[src/rtl/uart_pkg.sv]
// Shared UART definitions: receiver FSM encodings, baud divider helper,
// and default line settings common to the transmitter and receiver.
package uart_pkg;

  localparam int CLK_FREQ_DEF = 50_000_000;
  localparam int BAUD_DEF     = 115200;

  localparam logic [2:0] ST_IDLE   = 3'd0;
  localparam logic [2:0] ST_START  = 3'd1;
  localparam logic [2:0] ST_DATA   = 3'd2;
  localparam logic [2:0] ST_PARITY = 3'd3;
  localparam logic [2:0] ST_STOP   = 3'd4;
  localparam logic [2:0] ST_BREAK  = 3'd5;

  function automatic int baud_div(
    input int clk_freq,
    input int baud,
    input int os
  );
    return clk_freq / (baud * os);
  endfunction

endpackage

[src/rtl/uart_baud_tick.sv]
// Baud-rate tick generator: one-cycle strobe every DIV clocks,
// with a synchronous restart that realigns the phase.
module uart_baud_tick #(
  parameter int DIV = 27
) (
  input  logic clk,
  input  logic rst_n,
  input  logic restart,
  output logic tick
);

  localparam int W = (DIV > 1) ? $clog2(DIV) : 1;
  localparam logic [W-1:0] LAST = W'(DIV - 1);

  logic [W-1:0] cnt;

  always_ff @(posedge clk or negedge rst_n) begin
    if (!rst_n) begin
      cnt <= '0;
    end else if (restart) begin
      cnt <= '0;
    end else if (cnt == LAST) begin
      cnt <= '0;
    end else begin
      cnt <= cnt + W'(1);
    end
  end

  assign tick = (cnt == LAST) && !restart;

endmodule

[src/rtl/uart_rx_os.sv]
// Oversampling 8N1 UART receiver with optional parity, one-entry
// holding register (VALID/READY) and framing/parity/overrun pulses.
module uart_rx_os
  import uart_pkg::*;
#(
  parameter int CLK_FREQ   = CLK_FREQ_DEF,
  parameter int BAUD       = BAUD_DEF,
  parameter int OVERSAMPLE = 16,
  parameter int PARITY_EN  = 0,
  parameter int PARITY_ODD = 0
) (
  input  logic       CLK,
  input  logic       RST,
  input  logic       RX,
  output logic [7:0] DATA_R,
  output logic       VALID_R,
  input  logic       READY_R,
  output logic       FRAME_ERR,
  output logic       PARITY_ERR,
  output logic       OVERRUN
);

  localparam int DIV = baud_div(CLK_FREQ, BAUD, OVERSAMPLE);
  localparam int SW  = $clog2(OVERSAMPLE);
  localparam logic [SW-1:0] S_MID = SW'(OVERSAMPLE / 2 - 1);
  localparam logic [SW-1:0] S_END = SW'(OVERSAMPLE - 1);
  localparam bit P_EN  = (PARITY_EN != 0);
  localparam bit P_ODD = (PARITY_ODD != 0);

  logic          rx_s1;
  logic          rx_s2;
  logic          rx_d;
  logic [2:0]    state;
  logic [SW-1:0] scnt;
  logic [2:0]    bcnt;
  logic [7:0]    shreg;
  logic          par_bad;
  logic          tick;
  logic          fall;
  logic          start_edge;
  logic          smp;
  logic          done;
  logic          ferr_now;

  always_ff @(posedge CLK or negedge RST) begin
    if (!RST) begin
      rx_s1 <= 1'b1;
      rx_s2 <= 1'b1;
      rx_d  <= 1'b1;
    end else begin
      rx_s1 <= RX;
      rx_s2 <= rx_s1;
      rx_d  <= rx_s2;
    end
  end

  assign fall       = rx_d && !rx_s2;
  assign start_edge = (state == ST_IDLE) && fall;

  uart_baud_tick #(
    .DIV (DIV)
  ) u_tick (
    .clk     (CLK),
    .rst_n   (RST),
    .restart (start_edge),
    .tick    (tick)
  );

  // start bit is checked at half a bit, every later bit one full bit on
  always_comb begin
    smp = 1'b0;
    if (tick) begin
      if (state == ST_START) smp = (scnt == S_MID);
      else                   smp = (scnt == S_END);
    end
  end

  assign done     = (state == ST_STOP) && smp && rx_s2;
  assign ferr_now = (state == ST_STOP) && smp && !rx_s2;

  always_ff @(posedge CLK or negedge RST) begin
    if (!RST) begin
      state   <= ST_IDLE;
      scnt    <= '0;
      bcnt    <= '0;
      shreg   <= '0;
      par_bad <= 1'b0;
    end else begin
      case (state)
        ST_IDLE: begin
          if (fall) begin
            state <= ST_START;
            scnt  <= '0;
          end
        end
        ST_START: begin
          if (tick) scnt <= smp ? '0 : scnt + SW'(1);
          if (smp) begin
            state   <= rx_s2 ? ST_IDLE : ST_DATA;
            bcnt    <= '0;
            par_bad <= 1'b0;
          end
        end
        ST_DATA: begin
          if (tick) scnt <= smp ? '0 : scnt + SW'(1);
          if (smp) begin
            shreg <= {rx_s2, shreg[7:1]};
            bcnt  <= (bcnt == 3'd7) ? 3'd0 : bcnt + 3'd1;
            if (bcnt == 3'd7) state <= P_EN ? ST_PARITY : ST_STOP;
          end
        end
        ST_PARITY: begin
          if (tick) scnt <= smp ? '0 : scnt + SW'(1);
          if (smp) begin
            par_bad <= rx_s2 ^ (^shreg) ^ P_ODD;
            state   <= ST_STOP;
          end
        end
        ST_STOP: begin
          if (tick) scnt <= smp ? '0 : scnt + SW'(1);
          if (smp) state <= rx_s2 ? ST_IDLE : ST_BREAK;
        end
        ST_BREAK: begin
          if (rx_s2) state <= ST_IDLE;
        end
        default: state <= ST_IDLE;
      endcase
    end
  end

  always_ff @(posedge CLK or negedge RST) begin
    if (!RST) begin
      DATA_R     <= '0;
      VALID_R    <= 1'b0;
      FRAME_ERR  <= 1'b0;
      PARITY_ERR <= 1'b0;
      OVERRUN    <= 1'b0;
    end else begin
      FRAME_ERR  <= ferr_now;
      PARITY_ERR <= done && par_bad && P_EN;
      OVERRUN    <= done && VALID_R && !READY_R;
      if (done && (!VALID_R || READY_R)) begin
        DATA_R  <= shreg;
        VALID_R <= 1'b1;
      end else if (VALID_R && READY_R) begin
        VALID_R <= 1'b0;
      end
    end
  end

endmodule

[config.mk]
export PLATFORM = sky130hd
export DESIGN_NAME = uart_rx_os
export DESIGN_NICKNAME = d
export VERILOG_FILES = /design/src/rtl/uart_pkg.sv /design/src/rtl/uart_baud_tick.sv /design/src/rtl/uart_rx_os.sv
export SDC_FILE = /design/constraint.sdc
export NUM_CORES = 1
export LEC_CHECK = 0
export ABC_AREA = 1
export CAP_MARGIN = 25
export CORE_UTILIZATION = 25
export CTS_CLUSTER_SIZE = 30
export DETAILED_ROUTE_END_ITERATION = 7
export GPL_TIMING_DRIVEN = 0
export PLACE_DENSITY = 0.48
export SYNTH_ARGS = -nofsm -noshare
export SYNTH_HDL_FRONTEND = slang
export SYNTH_SLANG_ARGS = --single-unit
[constraint.sdc]
create_clock -name CLK -period 1.6 [get_ports CLK]
set_input_delay 0.4 -clock CLK [delete_from_list [all_inputs] [get_ports CLK]]
set_output_delay 0.4 -clock CLK [all_outputs]
set_load 0.1 [all_outputs]
; ---- Yosys cells after proc, flatten, opt, wreduce, memory -nomap -nowiden
; Cells that the tools add are included.
[word_totals]
wordCells = 80
out_inout_bits = 12
regBits = 37
[op_classes]
n_eq_ne = 17
reduce_logical = 24
addsub = 3
n_mux = 24
[op_table]
columns = op, n
row1 = two-way mux 3 bit, 11
row2 = case mux 3 bit (6 select lines), 1
row3 = "!= test 2 bit, second input constant", 7
row4 = two-way mux 4 bit, 3
row5 = logical AND 1 bit, 10
row6 = two-way mux 5 bit, 2
row7 = "equality test 3 bit, second input constant", 3
row8 = case mux 4 bit (2 select lines), 1
row9 = AND reduction 7 bit, 1
row10 = "equality test 3 x 2 -> 1 bit, second input constant", 2
row11 = case mux 3 bit (2 select lines), 1
row12 = AND reduction 3 bit, 2
row13 = nonzero test 2 bit, 3
row14 = "adder 5 x 1 -> 5 bit, second input constant", 1
row15 = "equality test 5 bit, second input constant", 1
row16 = "adder 4 x 1 -> 4 bit, second input constant", 1
row17 = "equality test 4 x 3 -> 1 bit, second input constant", 1
row18 = "equality test 4 bit, second input constant", 1
row19 = logical NOT 1 bit, 4
row20 = two-way mux 1 bit, 4
row21 = OR reduction 4 bit, 1
row22 = "adder 3 x 1 -> 3 bit, second input constant", 1
row23 = "equality test 3 x 1 -> 1 bit, second input constant", 1
row24 = logical NOT 3 bit, 1
row25 = other kinds (4), 4

; ---- Longest topological paths before layout
; Gate-level depths: netlist of the first run.
[depth]
word_depth = 10
mapped_depth = 12
ltp_nobuf = 11

; ---- Cells and area by module
; Synthesis of the first run repeated with hierarchy kept, for this count alone.
[unflattened]
hier_cells = 211
hier_area_um2 = 1781.7
[by_module_without_submodules]
columns = mod, cells_each, area_each_um2, instances, seq_area_each_um2
row1 = uart_rx_os, 180, 1522.7, 1, 804.5
row2 = uart_baud_tick, 31, 259.0, 1, 125.1

; ---- Least setup slack after synthesis of the first run
; OpenSTA, ideal clock, no wires.
[synth_path]
path_kind = reg-to-reg
from = register VALID_R
to = register DATA_R[0]
setup_slack_ns = -0.032
setup_time_ns = 0.120
period_less_slack_ns = 1.632
path_stages_with_launch = 5
n_path_buf = 1
arrival_time_ns = 1.512
required_time_ns = 1.480
cell_sequence = dfrtp_1 -> nand2_1 -> clkbuf_1 -> nand4_1 -> nand2_1
[synth_via]
elab_chain_len = 3
[synth_lines]
columns = element, line
row1 = start: declaration, uart_rx_os.sv:16  ; output logic VALID_R,
row2 = start signal: assignment, uart_rx_os.sv:134  ; VALID_R <= 1'b0;
row3 = start signal: assignment, uart_rx_os.sv:144  ; VALID_R <= 1'b1;
row4 = start signal: assignment, uart_rx_os.sv:146  ; VALID_R <= 1'b0;
row5 = logical NOT 1 bit, uart_rx_os.sv:142  ; if (done && (!VALID_R || READY_R)) begin
row6 = logical OR 1 bit, uart_rx_os.sv:142
row7 = logical AND 1 bit, uart_rx_os.sv:142
row8 = end signal: assignment, uart_rx_os.sv:143  ; DATA_R <= shreg;
row9 = end: declaration, uart_rx_os.sv:15  ; output logic [7:0] DATA_R,
; Every way passes these cells.
; A chain may end at the register's enable or synchronous reset.

; ---- Worst setup path in the final report of the first run
[layout_path]
from = register DATA_R[6]
to = output port DATA_R[6]
; No word-level cell between the ends.

==> flow_summary.json, run 1 <==
{
  "run_status": "completed",
  "worstSetupStartpointType": "register",
  "ys_seq_area_frac": 0.511,
  "drt_pass1_iterations": 4,
  "max_stage_delay_ns": 0.54,
  "die_w_microns": 87.3,
  "timing.critical_path.required_ns": 1.20,
  "tritoncts": "done",
  "worstMarginPinSlew_ns": 0.818,
  "finalCritPeriodShare": 0.980,
  "placed_cells": 313,
  "coreArea_sq_um": 6910,
  "global_route.usage.total": 0.105,
  "min_period_ns": 1.57,
  "grt_first_pass_wirelength_microns": 6070,
  "cts-htree-levels": 2,
  "postLayoutSetupSlackWorst_ns": 0.0321,
  "clock.fmax_mhz": 638,
  "num-nets-final": 241,
  "path_max_fanout": 2,
  "wire_per_inst_microns": 10.9,
  "post-place-ws_ns": -0.261,
  "max_cap_violations": 0,
  "worstPathBufferInverterCount": 1,
  "r2r_setup_slack_ns": 0.04,
  "cts.hold.buffers_added": 0,
  "drt_iter0_markers": 69,
  "diodes_inserted": 0,
  "antenna_found_initial": 0,
  "path_class": "register to output port",
  "ir_worst_vdd_v": 0.000397,
  "totalWireLength_microns": 3590,
  "r2r_end": "shreg[4]",
  "final.setup_skew_ns": 0.00459,
  "first_global_vias": 1299,
  "power_leakage_uw": 0.00121,
  "post-route-drc-count": 0,
  "timing.slew.headroom": 0.455,
  "die-area_sq_um": 7620,
  "synth_enable_flop_cells": 0,
  "synthesized_netlist_cell_count": 203,
  "netlist_area_sq_um": 1820,
  "cp-end-kind": "output port",
  "cpMaxStageDelayCell": "clkdlybuf4s18_2",
  "cts.clk_slew.worst_paths_ns": 0.07,
  "slew_viol_final": 0,
  "synth.avg_cell_area_sq_um": 8.96,
  "die-height_microns": 87.3,
  "post_route_cells_drive_above_1_share": 0.266,
  "synth.lib_cells_used.distinct": 28,
  "postRouteAntennaNets": 0,
  "globalRouteOverflowTotal": 0,
  "crit_path_cell_trace": "clkdlybuf4s18_2",
  "timing.hold.worst.class": "primary input to async pin",
  "number_of_vias_after_detailed_routing": 1396,
  "final_cell_count_no_fill": 329,
  "clock-sinks": 37,
  "row_count": 30,
  "cts_max_path_buffers": 2,
  "r2r.worst_path.cells": 9,
  "postSynth.topFlopCell": "dfrtp_1",
  "ys_async_sr_fraction": 1.00,
  "synth-warning-count": 0,
  "io-pin-count": 16,
  "rsz0062_at_grt": "yes",
  "number_of_buffers_created_by_cts": 5,
  "area_growth_pct": 24.1,
  "synth.ff_latch_count": 37,
  "timing.critical_path.max_delay_family": "buffers and inverters",
  "finalSetupViolCount": 0,
  "detailedPlacementHpwl_microns": 2440,
  "insertion_delay_to_the_later_sink_of_the_worst_skew_pair_ns": 0.29,
  "finalHoldViolations": 0,
  "port_buffers": 14,
  "power_density_nw_per_um2": 1270,
  "synthesis.nets": 212,
  "gp_weighted_congestion": 0.818,
  "maximum_number_of_pins_on_one_net_before_global_route_repair": 38,
  "worst-endpoint-arrival_ns": 1.17,
  "vias_per_cell": 4.24,
  "initial_core_util": 0.263,
  "crit-reg2reg-launch": "scnt[1]",
  "cts_root_buf": "clkbuf_8"
}
[Yosys cell counts, types with 4 or more instances]
library cell | number | area, sq um
nand2_1 | 69 | 259
dfrtp_1 | 34 | 851
inv_1 | 14 | 52.6
nand3_1 | 12 | 60.1
nand4_1 | 12 | 75.1
nor2_1 | 10 | 37.5
o21ai_1 | 7 | 35.0
ha_1 | 5 | 62.6
nand2_2 | 4 | 25.0
nor2_4 | 4 | 45.0
[flip-flops by register name (all words and copies together), names as in the netlist]
signal	cells
FRAME_ERR	1
rx_d	1
scnt	4
rx_s1	1
u_tick.cnt	5
state	3
shreg	8
VALID_R	1
rx_s2	1
bcnt	3
OVERRUN	1
DATA_R	8
[metrics by stage]
stage,cell area [sq um],power [uW],hold slack (ns),util,TNS (ns)
detailed placement,2070,1990,0.347,0.300,-3.47
global placement,2080,1970,0.346,0.301,-32.02
floorplan,1820,1810,0.104,-,0
global route,2260,3070,0.280,0.327,-0.621
CTS,2200,2860,0.242,0.319,0
finish,2260,2870,0.200,0.327,0
[cell families after synthesis]
kind of cell    Yosys count  share of synthesized area
simple gates            119                      0.328
flops                    37                      0.511
buf+inv                  22                     0.0599
compound gates           15                     0.0447
fa+ha+maj                 5                     0.0344
xor+xnor                  4                     0.0193
other cells               1                    0.00206
[worst max-delay path by stage]
stage / startpoint / slack [ns] / depth (start not counted) / end
2_1_floorplan: u_tick.cnt[0] / 0.14 / 10 / shreg[0]
3_3_place_gp: RST / -0.94 / 1 / VALID_R
3_5_place_dp: DATA_R[7] / -0.26 / 1 / DATA_R[7]
4_1_cts: DATA_R[0] / 0.002 / 1 / DATA_R[0]
5_1_grt: u_tick.cnt[0] / -0.05 / 12 / bcnt[0]
6_report: DATA_R[6] / 0.03 / 1 / DATA_R[6]
[routing by layer]
metal  global-route usage  up-vias  part of all wire
met5                    0        -                 0
li1                     -      715                 -
met2                0.165       22              0.44
met1                0.136      653              0.50
met4               0.0492        0             0.021
met3               0.0256        6             0.033
[power breakdown]
group	internal (uW)	switching, uW	total (uW)
clock network	508	337	846
registers	1060	117	1180
logic	302	547	849
[cells in the final DEF, fill, tap and decap left out, drive strengths merged, types with 2 or more instances in the layout]
cell type,Yosys,final
clkdlybuf4s50,0,2
xor2,3,3
dfstp,3,3
a21oi,3,3
o21ai,11,11
ha,5,5
nand3,14,14
clkdlybuf4s18,0,3
nand4,13,13
nand2,75,75
dfrtp,34,34
buf,4,20
inv,17,17
clkbuf,1,9
nor2,16,16
[layout make-up]
class                   instances  area, sq um
fillers                       749         4650
clock buffers                   7         86.3
clock inverters                 1         30.0
well taps                      96          120
repair buffers                 22          173
inverters                      17         63.8
plain buffers                   5         48.8
multi-input cells             144          803
flip-flops and latches         37          931
[what timing repair did]
action                                  in CTS  in global routing
resized for setup                           42                 20
gates cloned                                 0                  2
pin swaps                                    1                  5
endpoints found under the setup margin      21                 37
setup buffers                                1                  5
(Power assumes the default switching activity.)
==> inputs of run 2 (changes only) <==
- MAX_ROUTING_LAYER: unset -> met4
==> run 2 against run 1 <==
  * Clock-buffer cell count unchanged
  * Design area unchanged
  * Final cell count is the same
  * Die area stayed put
  * Wire length increased by 0.11%
  * Critical endpoint unchanged
  * Via count barely moved
  * Hold slack about the same
==> flow_summary.json, run 2 (synthesized netlist as in run 1, its figures left out) <==
{
  "vias_per_cell": 4.25,
  "io-pin-count": 16,
  "maximum_number_of_pins_on_one_net_before_global_route_repair": 38,
  "worstPathBufferInverterCount": 1,
  "clock.fmax_mhz": 638,
  "drt_pass1_iterations": 4,
  "timing.hold.worst.class": "primary input to async pin",
  "area_growth_pct": 24.1,
  "power_density_nw_per_um2": 1270,
  "finalSetupViolCount": 0,
  "timing.critical_path.required_ns": 1.20,
  "crit_path_cell_trace": "clkdlybuf4s18_2",
  "layout.cells.most_common": "nand2_1",
  "postRouteAntennaNets": 0,
  "global_route.usage.total": 0.108,
  "worstSetupStartpointType": "register",
  "ir_worst_vdd_v": 0.000397,
  "cts.clk_slew.worst_paths_ns": 0.07,
  "path_max_fanout": 2,
  "slew_viol_final": 0,
  "globalRouteOverflowTotal": 0,
  "coreArea_sq_um": 6910,
  "first_global_vias": 1300,
  "cts_root_buf": "clkbuf_8",
  "grt_first_pass_wirelength_microns": 6070,
  "timing.slew.headroom": 0.454,
  "num-nets-final": 241,
  "final_cell_count_no_fill": 329,
  "rsz0062_at_grt": "yes",
  "worstMarginPinSlew_ns": 0.818,
  "cts-htree-levels": 2,
  "run_status": "completed",
  "postLayoutSetupSlackWorst_ns": 0.0321,
  "setup-tns-final_ns": 0,
  "initial_core_util": 0.263,
  "timing.critical_path.max_delay_family": "buffers and inverters",
  "placed_cells": 313,
  "clock-sinks": 37,
  "final.setup_skew_ns": 0.00480,
  "max_stage_delay_ns": 0.54,
  "antenna_found_initial": 0,
  "die-height_microns": 87.3,
  "final_core_util": 0.327,
  "diodes_inserted": 0,
  "die_w_microns": 87.3,
  "drt_iter0_markers": 69,
  "max_cap_violations": 0,
  "cts_max_path_buffers": 2,
  "power_leakage_uw": 0.00121,
  "detailedPlacementHpwl_microns": 2440,
  "biggestRegsByFlops": "DATA_R (8), shreg (8), u_tick.cnt (5)",
  "cp-end-kind": "output port",
  "post-place-ws_ns": -0.261,
  "number_of_buffers_created_by_cts": 5,
  "tritoncts": "done",
  "worst-endpoint-arrival_ns": 1.17,
  "row_count": 30,
  "post-route-drc-count": 0,
  "port_buffers": 14,
  "cpMaxStageDelayCell": "clkdlybuf4s18_2",
  "post_route_cells_drive_above_1_share": 0.266,
  "filler_instances": 749,
  "min_period_ns": 1.57,
  "totalWireLength_microns": 3590,
  "insertion_delay_to_the_later_sink_of_the_worst_skew_pair_ns": 0.29,
  "finalCritPeriodShare": 0.980,
  "finalHoldViolations": 0,
  "gp_weighted_congestion": 0.830,
  "wire_per_inst_microns": 10.9,
  "die-area_sq_um": 7620,
  "p_total_uw": 2870,
  "layout_common_cells": "nand2_1, dfrtp_1, inv_1, nand4_1",
  "number_of_vias_after_detailed_routing": 1397,
  "path_class": "register to output port"
}
-- run 2: cell counts in the layout (fill, tap and decap cells not counted) --
No cell type changed its count.
-- run 2: timing repair --
| action | in CTS | in global routing |
|---|---|---|
| buffers inserted | 1 | 5 |
| hold buffers | 0 | 0 |
| setup endpoints to repair | 21 | 37 |
| pin swaps | 1 | 5 |
| resized for setup | 42 | 20 |
| cloned | 0 | 2 |
-- run 2: layout make-up --
type / instances / area [sq um] / share of cell area
multi-input cells: 144 / 803 / 0.356
well taps: 96 / 120 / 0.0532
repair buffers: 22 / 173 / 0.0765
clock buffers: 7 / 86.3 / 0.0383
flip-flops and latches: 37 / 931 / 0.413
inverters: 17 / 63.8 / 0.0283
plain buffers: 5 / 48.8 / 0.0216
clock inverters: 1 / 30.0 / 0.0133
-- run 2: worst paths after layout --
kind,startpoint,endpoint,slack (ns),cells after the start
worst max-delay path,DATA_R[6],DATA_R[6],0.03,1
worst min-delay path,RST,DATA_R[3],0.20,1
worst max register to register,scnt[1],shreg[4],0.04,9
worst min register to register,rx_s1,rx_s2,0.36,0
max in group asynchronous,RST,VALID_R,0.83,1
min in group CLK,rx_s1,rx_s2,0.36,0
-- run 2: metrics by stage --
step,hold WS [ns],cell area [sq um]
finish,0.201,2260
global route,0.280,2260
CTS,0.242,2200
detailed placement,0.347,2070
global placement,0.346,2080
floorplan,0.104,1820
-- run 2: where the power goes --
part           switching, uW  internal [uW]  total, uW
sequential               117           1060       1180
combinational            547            302        849
clock                    337            508        846
-- run 2: layer usage --
metal,share of wire,global-route usage
met2,0.44,0.165
met4,0.021,0.0492
met1,0.50,0.136
met5,0,-
met3,0.033,0.0256
